$ cat config.mk
export PLATFORM = sky130hd
export DESIGN_NAME = cgra_col_pc_ctrl_flat
export DESIGN_NICKNAME = d
export VERILOG_FILES = /design/src/rtl/cgra_col_pc_ctrl_if.sv /design/src/rtl/cgra_col_pc_ctrl.sv /design/src/flat_wrapper.sv
export SDC_FILE = /design/constraint.sdc
export NUM_CORES = 1
export LEC_CHECK = 0
export CAP_MARGIN = 0
export CORE_MARGIN = 2
export CORE_UTILIZATION = 56
export CTS_BUF_LIST = sky130_fd_sc_hd__clkbuf_8
export DETAILED_ROUTE_END_ITERATION = 10
export MAX_ROUTING_LAYER = met4
export PLACE_DENSITY = 0.88
export SLEW_MARGIN = 20
export SYNTH_ARGS = -nofsm -noshare
export SYNTH_HDL_FRONTEND = slang
export SYNTH_SLANG_ARGS = --single-unit
export TNS_END_PERCENT = 5
$ cat constraint.sdc
create_clock -name clk_i -period 4.2 [get_ports clk_i]
set_input_delay 0.84 -clock clk_i [delete_from_list [all_inputs] [get_ports clk_i]]
set_output_delay 0.84 -clock clk_i [all_outputs]
set_load 0.005 [all_outputs]
$ cat src/rtl/cgra_col_pc_ctrl_if.sv
// Column PC sequencer bus: kernel launch, column feedback and the PC/strobe/status outputs.
// The slave side is the sequencer; the master side is whoever launches kernels and models the column.
interface cgra_col_pc_ctrl_if #(
   parameter int W  = 5,
   parameter int CW = 32
);
   logic          start_i;
   logic [W-1:0]  start_pc_i;
   logic          rcs_stall_i;
   logic          br_req_i;
   logic [W-1:0]  br_add_i;
   logic          exec_end_i;
   logic [W-1:0]  rcs_col_pc_o;
   logic          rcs_conf_re_o;
   logic          rcs_pc_e_o;
   logic          busy_o;
   logic          done_o;
   logic [CW-1:0] cycle_cnt_o;
   logic [CW-1:0] stall_cnt_o;

   modport slave (
      input  start_i, start_pc_i, rcs_stall_i, br_req_i, br_add_i, exec_end_i,
      output rcs_col_pc_o, rcs_conf_re_o, rcs_pc_e_o, busy_o, done_o,
             cycle_cnt_o, stall_cnt_o
   );

   modport master (
      output start_i, start_pc_i, rcs_stall_i, br_req_i, br_add_i, exec_end_i,
      input  rcs_col_pc_o, rcs_conf_re_o, rcs_pc_e_o, busy_o, done_o,
             cycle_cnt_o, stall_cnt_o
   );
endinterface

$ cat src/rtl/cgra_col_pc_ctrl.sv
// Per-column program-counter sequencer: FETCH/EXEC loop with stall hold, branches,
// kernel-end detection and saturating busy/stall performance counters.
module cgra_col_pc_ctrl #(
   parameter int RCS_NUM_CREG_LOG2 = 5,
   parameter int CNT_WIDTH         = 32
) (
   input  logic clk_i,
   input  logic rst_col_i,
   cgra_col_pc_ctrl_if.slave bus
);
   typedef enum logic [1:0] {
      ST_IDLE  = 2'd0,
      ST_FETCH = 2'd1,
      ST_EXEC  = 2'd2,
      ST_DONE  = 2'd3
   } state_e;

   localparam logic [CNT_WIDTH-1:0] CNT_MAX = '1;

   state_e                       state_q, state_d;
   logic [RCS_NUM_CREG_LOG2-1:0] pc_q, pc_d;
   logic [CNT_WIDTH-1:0]         cyc_q, cyc_d;
   logic [CNT_WIDTH-1:0]         stl_q, stl_d;
   logic                         commit;

   assign commit = (state_q == ST_EXEC) && !bus.rcs_stall_i;

   always_comb begin
      state_d = state_q;
      pc_d    = pc_q;
      cyc_d   = cyc_q;
      stl_d   = stl_q;
      if (state_q != ST_IDLE && cyc_q != CNT_MAX) begin
         cyc_d = cyc_q + 1'b1;
      end
      case (state_q)
         ST_IDLE: begin
            if (bus.start_i) begin
               state_d = ST_FETCH;
               pc_d    = bus.start_pc_i;
               cyc_d   = '0;
               stl_d   = '0;
            end
         end
         ST_FETCH: state_d = ST_EXEC;
         ST_EXEC: begin
            if (!commit) begin
               if (stl_q != CNT_MAX) begin
                  stl_d = stl_q + 1'b1;
               end
            end else if (bus.br_req_i) begin
               // A branch outranks a simultaneous end: the kernel keeps running.
               pc_d    = bus.br_add_i;
               state_d = ST_FETCH;
            end else if (bus.exec_end_i) begin
               state_d = ST_DONE;
            end else begin
               pc_d    = pc_q + RCS_NUM_CREG_LOG2'(1);
               state_d = ST_FETCH;
            end
         end
         ST_DONE: state_d = ST_IDLE;
         default: state_d = ST_IDLE;
      endcase
   end

   always_ff @(posedge clk_i) begin
      if (rst_col_i) begin
         state_q <= ST_IDLE;
         pc_q    <= '0;
         cyc_q   <= '0;
         stl_q   <= '0;
      end else begin
         state_q <= state_d;
         pc_q    <= pc_d;
         cyc_q   <= cyc_d;
         stl_q   <= stl_d;
      end
   end

   assign bus.rcs_col_pc_o  = pc_q;
   assign bus.rcs_conf_re_o = (state_q == ST_FETCH);
   assign bus.rcs_pc_e_o    = commit;
   assign bus.busy_o        = (state_q != ST_IDLE);
   assign bus.done_o        = (state_q == ST_DONE);
   assign bus.cycle_cnt_o   = cyc_q;
   assign bus.stall_cnt_o   = stl_q;
endmodule

$ cat src/flat_wrapper.sv
// flat-port wrapper written by rule: the top's interface ports become plain ports
module cgra_col_pc_ctrl_flat 
#(
   parameter int RCS_NUM_CREG_LOG2 = 5,
   parameter int CNT_WIDTH         = 32
)
  (clk_i, rst_col_i, bus_start_i, bus_start_pc_i, bus_rcs_stall_i, bus_br_req_i, bus_br_add_i, bus_exec_end_i, bus_rcs_col_pc_o, bus_rcs_conf_re_o, bus_rcs_pc_e_o, bus_busy_o, bus_done_o, bus_cycle_cnt_o, bus_stall_cnt_o);
  cgra_col_pc_ctrl_if #(.W((5)), .CW((32))) bus_i ();
  input  logic clk_i;
  input  logic rst_col_i;
  input wire logic [$bits(bus_i.start_i)-1:0] bus_start_i;
  input wire logic [$bits(bus_i.start_pc_i)-1:0] bus_start_pc_i;
  input wire logic [$bits(bus_i.rcs_stall_i)-1:0] bus_rcs_stall_i;
  input wire logic [$bits(bus_i.br_req_i)-1:0] bus_br_req_i;
  input wire logic [$bits(bus_i.br_add_i)-1:0] bus_br_add_i;
  input wire logic [$bits(bus_i.exec_end_i)-1:0] bus_exec_end_i;
  output wire logic [$bits(bus_i.rcs_col_pc_o)-1:0] bus_rcs_col_pc_o;
  output wire logic [$bits(bus_i.rcs_conf_re_o)-1:0] bus_rcs_conf_re_o;
  output wire logic [$bits(bus_i.rcs_pc_e_o)-1:0] bus_rcs_pc_e_o;
  output wire logic [$bits(bus_i.busy_o)-1:0] bus_busy_o;
  output wire logic [$bits(bus_i.done_o)-1:0] bus_done_o;
  output wire logic [$bits(bus_i.cycle_cnt_o)-1:0] bus_cycle_cnt_o;
  output wire logic [$bits(bus_i.stall_cnt_o)-1:0] bus_stall_cnt_o;
  assign bus_i.start_i = bus_start_i;
  assign bus_i.start_pc_i = bus_start_pc_i;
  assign bus_i.rcs_stall_i = bus_rcs_stall_i;
  assign bus_i.br_req_i = bus_br_req_i;
  assign bus_i.br_add_i = bus_br_add_i;
  assign bus_i.exec_end_i = bus_exec_end_i;
  assign bus_rcs_col_pc_o = bus_i.rcs_col_pc_o;
  assign bus_rcs_conf_re_o = bus_i.rcs_conf_re_o;
  assign bus_rcs_pc_e_o = bus_i.rcs_pc_e_o;
  assign bus_busy_o = bus_i.busy_o;
  assign bus_done_o = bus_i.done_o;
  assign bus_cycle_cnt_o = bus_i.cycle_cnt_o;
  assign bus_stall_cnt_o = bus_i.stall_cnt_o;
  cgra_col_pc_ctrl #(.RCS_NUM_CREG_LOG2(RCS_NUM_CREG_LOG2), .CNT_WIDTH(CNT_WIDTH)) u_core (.clk_i(clk_i), .rst_col_i(rst_col_i), .bus(bus_i));
endmodule
== Yosys cells after proc, flatten, opt, wreduce, memory -nomap -nowiden ==
Index checks and enable logic that the tools add are counted.
Word-level totals
  input bits: 16
  word-level logic and storage cells: 43
  output and inout port bits: 73
  bits in registers: 71
Operators by class
  add/sub/neg operators: 3
  reduce and logical (&&, ||, !) cells: 9
  equal/unequal tests: 10
  muxes and demuxes: 17
Operator list (count)
  $mux W32: 6
  $add A32 B1 Y32 const B: 2
  $ne A32 B32 Y1 const B: 2
  $pmux W32 S2: 1
  $mux W5: 4
  $pmux W5 S2: 1
  $mux W2: 4
  $ne A2 B2 Y1 const B: 4
  $pmux W2 S4: 1
  $reduce_and A4 Y1: 2
  $add A5 B1 Y5 const B: 1
  $eq A2 B2 Y1 const B: 2
  $reduce_bool A2 Y1: 2
  $ne A3 B3 Y1 const B: 1
  $eq A2 B1 Y1 const B: 1
  $logic_and A1 B1 Y1: 2
  $logic_not A2 Y1: 1
  $reduce_and A2 Y1: 1
  $logic_not A1 Y1: 1

== Logic depth before layout (Yosys ltp) ==
  depth after elaboration: 5
  depth in mapped cells: 8

== Least setup slack after synthesis ==
Ideal clock, no wire load.
  path kind: reg-to-reg
  start: reg u_core.stl_q[19] (netlist: u_core.bus.stall_cnt_o[19])
  end: reg u_core.stl_q[12] (netlist: u_core.bus.stall_cnt_o[12])
  clock period less this slack: 2224 ps
  setup slack: 1976 ps
  arrival: 2090 ps
  buffers on the path: 1
  cell stages (with the launch flop): 8
  library setup time: 134 ps
  cell sequence: dfxtp_1 nand4_1 or4_4 nor4_4 nor2_1 buf_2 a41oi_1 a311oi_1
Between the ends
  word-level cells in the longest chain between the ends: 3
Ends and longest elaborated chain
  from (decl): line cgra_col_pc_ctrl.sv:23  | logic [CNT_WIDTH-1:0] stl_q, stl_d;
  from (signal assigned): line cgra_col_pc_ctrl.sv:77  | stl_q <= stl_d;
  $ne A32 B32 Y1: line cgra_col_pc_ctrl.sv:48  | if (stl_q != CNT_MAX) begin
  $ne A2 B2 Y1 (no source line)
  $reduce_and A4 Y1 (no source line)
No other way between the ends.
A chain may end at the register's enable or synchronous reset.

== Worst setup path after layout ==
  start: in bus_rcs_stall_i
  end: out bus_rcs_pc_e_o
Between the ends
  word-level cells in the longest chain between the ends: 2
Ends and longest elaborated chain
  from (decl): line flat_wrapper.sv:13  | input wire logic [$bits(bus_i.rcs_stall_i)-1:0] bus_rcs_stall_i;
  $logic_not A1 Y1: line cgra_col_pc_ctrl.sv:26  | assign commit = (state_q == ST_EXEC) && !bus.rcs_stall_i;
  $logic_and A1 B1 Y1: line cgra_col_pc_ctrl.sv:26
  to (decl): line flat_wrapper.sv:19  | output wire logic [$bits(bus_i.rcs_pc_e_o)-1:0] bus_rcs_pc_e_o;
No other way between the ends.

==> results list <==
- Flop pwr share: 0.502
* Number of cell instances on the worst register-to-register path: 7
- CTS saw 71 sinks.
- Count of TritonRoute iterations in the first routing pass: 7
- Final cycle utilization of the critical path: 0.701
* Proportion of synthesized flip-flops having asynchronous set or reset: 0
- Post-layout total power: 1.38 mW
- Remaining antenna violation count: 0
* Leading cell types in the layout, fill and taps excluded: clkdlybuf4s50_1, dfxtp_1, nor2_1
- The count of buffers added on input and output ports is 88.
- Layout cell share with drive strength beyond 1: 0.0541
- Counting the buffers created by CTS gives 9.
* Non-Filler Cell Area, Final: 0.00485 mm^2
- Status: finished, final reports clean
- Type of element launching the critical path: input pin
- Clock latency on the worst-skew pair: 350 ps
* Number of flops mapped to enable cells by yosys: 0
* Row count: 29
* Endpoint kind of the worst setup timing path: output port
* Top_reg_cell synth: dfxtp_1
* Synthesis-to-finish area growth: 29.0%
- The routed design could run at a clock period as short as 2940 ps.
* Power per standard cell area: 285 mW/mm^2
- For flop-to-flop paths, the worst setup slack is 1440 ps.
- Max-capacitance violation count: 0
- Across every metal layer, demand over resource in global routing totals 0.284.
- Switching portion of total power: 0.250
- The die is 85.9 um wide.
* Data required time of the worst path: 3360 ps
* Maximum clock frequency: 340 MHz
- The initial antenna violation count was 0.
- In the final routed layout, each cell accounts on average for 16.1 um.
* Compound-Gate Fraction of Synth Area: 0.173
* RSZ-0062 raised after global routing: no
* Clock tree from TritonCTS: done
* Largest net degree at the start of global routing: 37
- Synthesized area per cell: 7.97 um^2
* CTS max path bufs: 2
- The portion of synthesized area spent on multiplexers is 0.0213.
- Crit Path Max Fanout: 5
- Antenna cell count: 0
- Remaining global-route overflow: 0
* Via count of the first global-routing pass: 3611
- The share of total power dissipated in the clock network is 0.402.
- Layout fillers: 447
- The die covers 0.00739 mm^2.
- For the final database, setup skew stands at 4.12 ps.
* Largest family of logic cells by synthesized area: simple AND/OR/NAND/NOR gates
- Sequential share of the synthesized area: 0.378
- The synthesized design contains 71 register bits.
* Post-DP HPWL: 7.05 mm
- Summed over all failing endpoints, the final setup total negative slack is 0 ps.
* Combinational power share: 0.097
* Vias post-DR: 4006
- Distinct cell type count of the synthesized netlist: 56
- Summed over all layers, the routed wires come to 10.2 mm.
- Across the VDD grid, the largest voltage drop is 0.207 mV.
- The congestion estimate from routability-driven global placement came to 0.937.
- Summed over all cells, the static leakage comes to 1.59 nW.
* Avg Vias per Cell: 6.34
- Setup fix buffers added after clock tree synthesis: 0
- Slew at the pin closest to its max-slew limit: 902 ps
- CTS-repair resized insts: 0
* Cell depth of the worst min-delay path: 1
- Synthesized cell area: 0.00376 mm^2
- Setup violations remaining at the end of the flow were counted as 0.
* Synthesized instance count: 472
* Initial cell density of the core: 0.585
- The core region is 0.00642 mm^2.
- The first global-routing pass estimated 16.5 mm of wire.
* Worst Path Arrival: 2100 ps
- Vertical extent of the die: 85.9 um
* Start point of the worst min-delay path: u_core.bus.stall_cnt_o[26]$_SDFFE_PP0P_
* Count of pins over their slew limit: 0
- FF+latch area: 0.00142 mm^2
- IO Pins: 89
- Once placement finished, the instance area stood at 0.00465 mm^2.
- In this run the number of H-tree levels came out at 3.
- DRC violations left: 0
* Hold-fix buffers, CTS: 0
- Cell internal power was estimated by the tool at 1.04 mW.
- Adder-cell share of the synthesized area: 0.00998
- Reg2Reg Capture Point: u_core.bus.stall_cnt_o[19]$_SDFFE_PP0P_
* Simple-Gate Fraction of Synth Area: 0.313
* Count of yosys warnings during synthesis: 0
- Beginning of the worst register-to-register path: u_core.bus.stall_cnt_o[19]$_SDFFE_PP0P_
- Setup CP Type: in -> out
* Xor/xnor cell area share of the yosys netlist: 0.0629
- The number of hold violations in the final report came to 0.
- Max_slew headroom: 0.397
- The library cell used most frequently in the layout, excluding fill and tap cells, is clkdlybuf4s50_1.
* Power spent charging and discharging nets: 345 uW
- Root buf cell: clkbuf_8
- Final-stage net count: 570
- The path with the worst hold slack has its endpoint at u_core.bus.stall_cnt_o[26]$_SDFFE_PP0P_.
- The multi-input combinational cells in the finished layout cover a total of 0.00218 mm^2.
- When the netlist entered floorplanning its net count stood at 491.
* Clock Pin Slew Worst Setup and Hold Paths: 70 ps
- Number of DRC markers after the initial detailed-route iteration: 263
- The min-delay analysis places its worst path in the category reg -> reg.
## state kept, by name, summed over array words and instances (netlist names)
name / cells
u_core.bus.stall_cnt_o: 32
u_core.state_q: 2
u_core.bus.cycle_cnt_o: 32
u_core.bus.rcs_col_pc_o: 5
## power groups by stage
stage                     combinational [mW]  clock, mW  sequential, mW
after floorplan                       0.0836          0           0.705
after global placement                 0.129          0           0.708
after detailed placement               0.131          0           0.708
after CTS                              0.132      0.556           0.693
after global routing                   0.146      0.591           0.694
final                                  0.134      0.555           0.693
## cells in the mapped netlist (12+ instances only)
library cell / instances / area [um^2]
nand3_1: 30 / 150
dfxtp_1: 71 / 1420
nand4_1: 17 / 106
xnor2_1: 17 / 149
and3_1: 16 / 100
nor3_1: 25 / 125
clkbuf_1: 18 / 67.6
o21ai_0: 23 / 115
a311oi_1: 12 / 105
nand2_1: 46 / 173
nor2_1: 48 / 180
a21oi_1: 33 / 165
## how the worst max path moves through the flow
| stage | start | endpoint |
|---|---|---|
| 2_1_floorplan | u_core.bus.stall_cnt_o[19]$_SDFFE_PP0P_ | u_core.bus.stall_cnt_o[12]$_SDFFE_PP0P_ |
| 3_3_place_gp | bus_rcs_stall_i | bus_rcs_pc_e_o |
| 3_5_place_dp | bus_rcs_stall_i | bus_rcs_pc_e_o |
| 4_1_cts | bus_rcs_stall_i | bus_rcs_pc_e_o |
| 5_1_grt | bus_rcs_stall_i | bus_rcs_pc_e_o |
| 6_report | bus_rcs_stall_i | bus_rcs_pc_e_o |
## through the flow
stage / utilization / hold WS, ps / instances / setup WS (ps)
floorplan: - / 467 / 472 / 1980
global placement: 0.725 / 470 / 617 / 1320
detailed placement: 0.725 / 476 / 617 / 1270
CTS: 0.755 / 486 / 632 / 1270
global route: 0.755 / 511 / 632 / 1230
finish: 0.755 / 483 / 632 / 1260
## routing by layer
layer	track usage	share of wire	vias up
met5	-	0	-
met4	0.113	0.020	0
met3	0.0539	0.082	22
met2	0.471	0.49	219
met1	0.338	0.41	1868
li1	-	-	1897
## logic make-up (layout without fill, tap and decap cells)
logic type / after synthesis / in the layout
compound gates: 101 / 101
xor+xnor: 27 / 27
fa+ha+maj: 3 / 3
buf+inv: 35 / 118
flops: 71 / 71
mux: 8 / 8
simple gates: 227 / 227
## layout make-up
class | instances | share of cell area
multi-input cells | 366 | 0.450
flip-flops and latches | 71 | 0.293
repair buffers | 92 | 0.188
clock buffers | 11 | 0.0312
well taps | 77 | 0.0199
clock inverters | 4 | 0.00954
inverters | 11 | 0.00851
## critical path, cell delays in order
cell	delay (ps)
clkdlybuf4s50_1	490
nand2b_1	200
inv_1	80
clkdlybuf4s50_1	490
(Power assumes the default switching activity.)
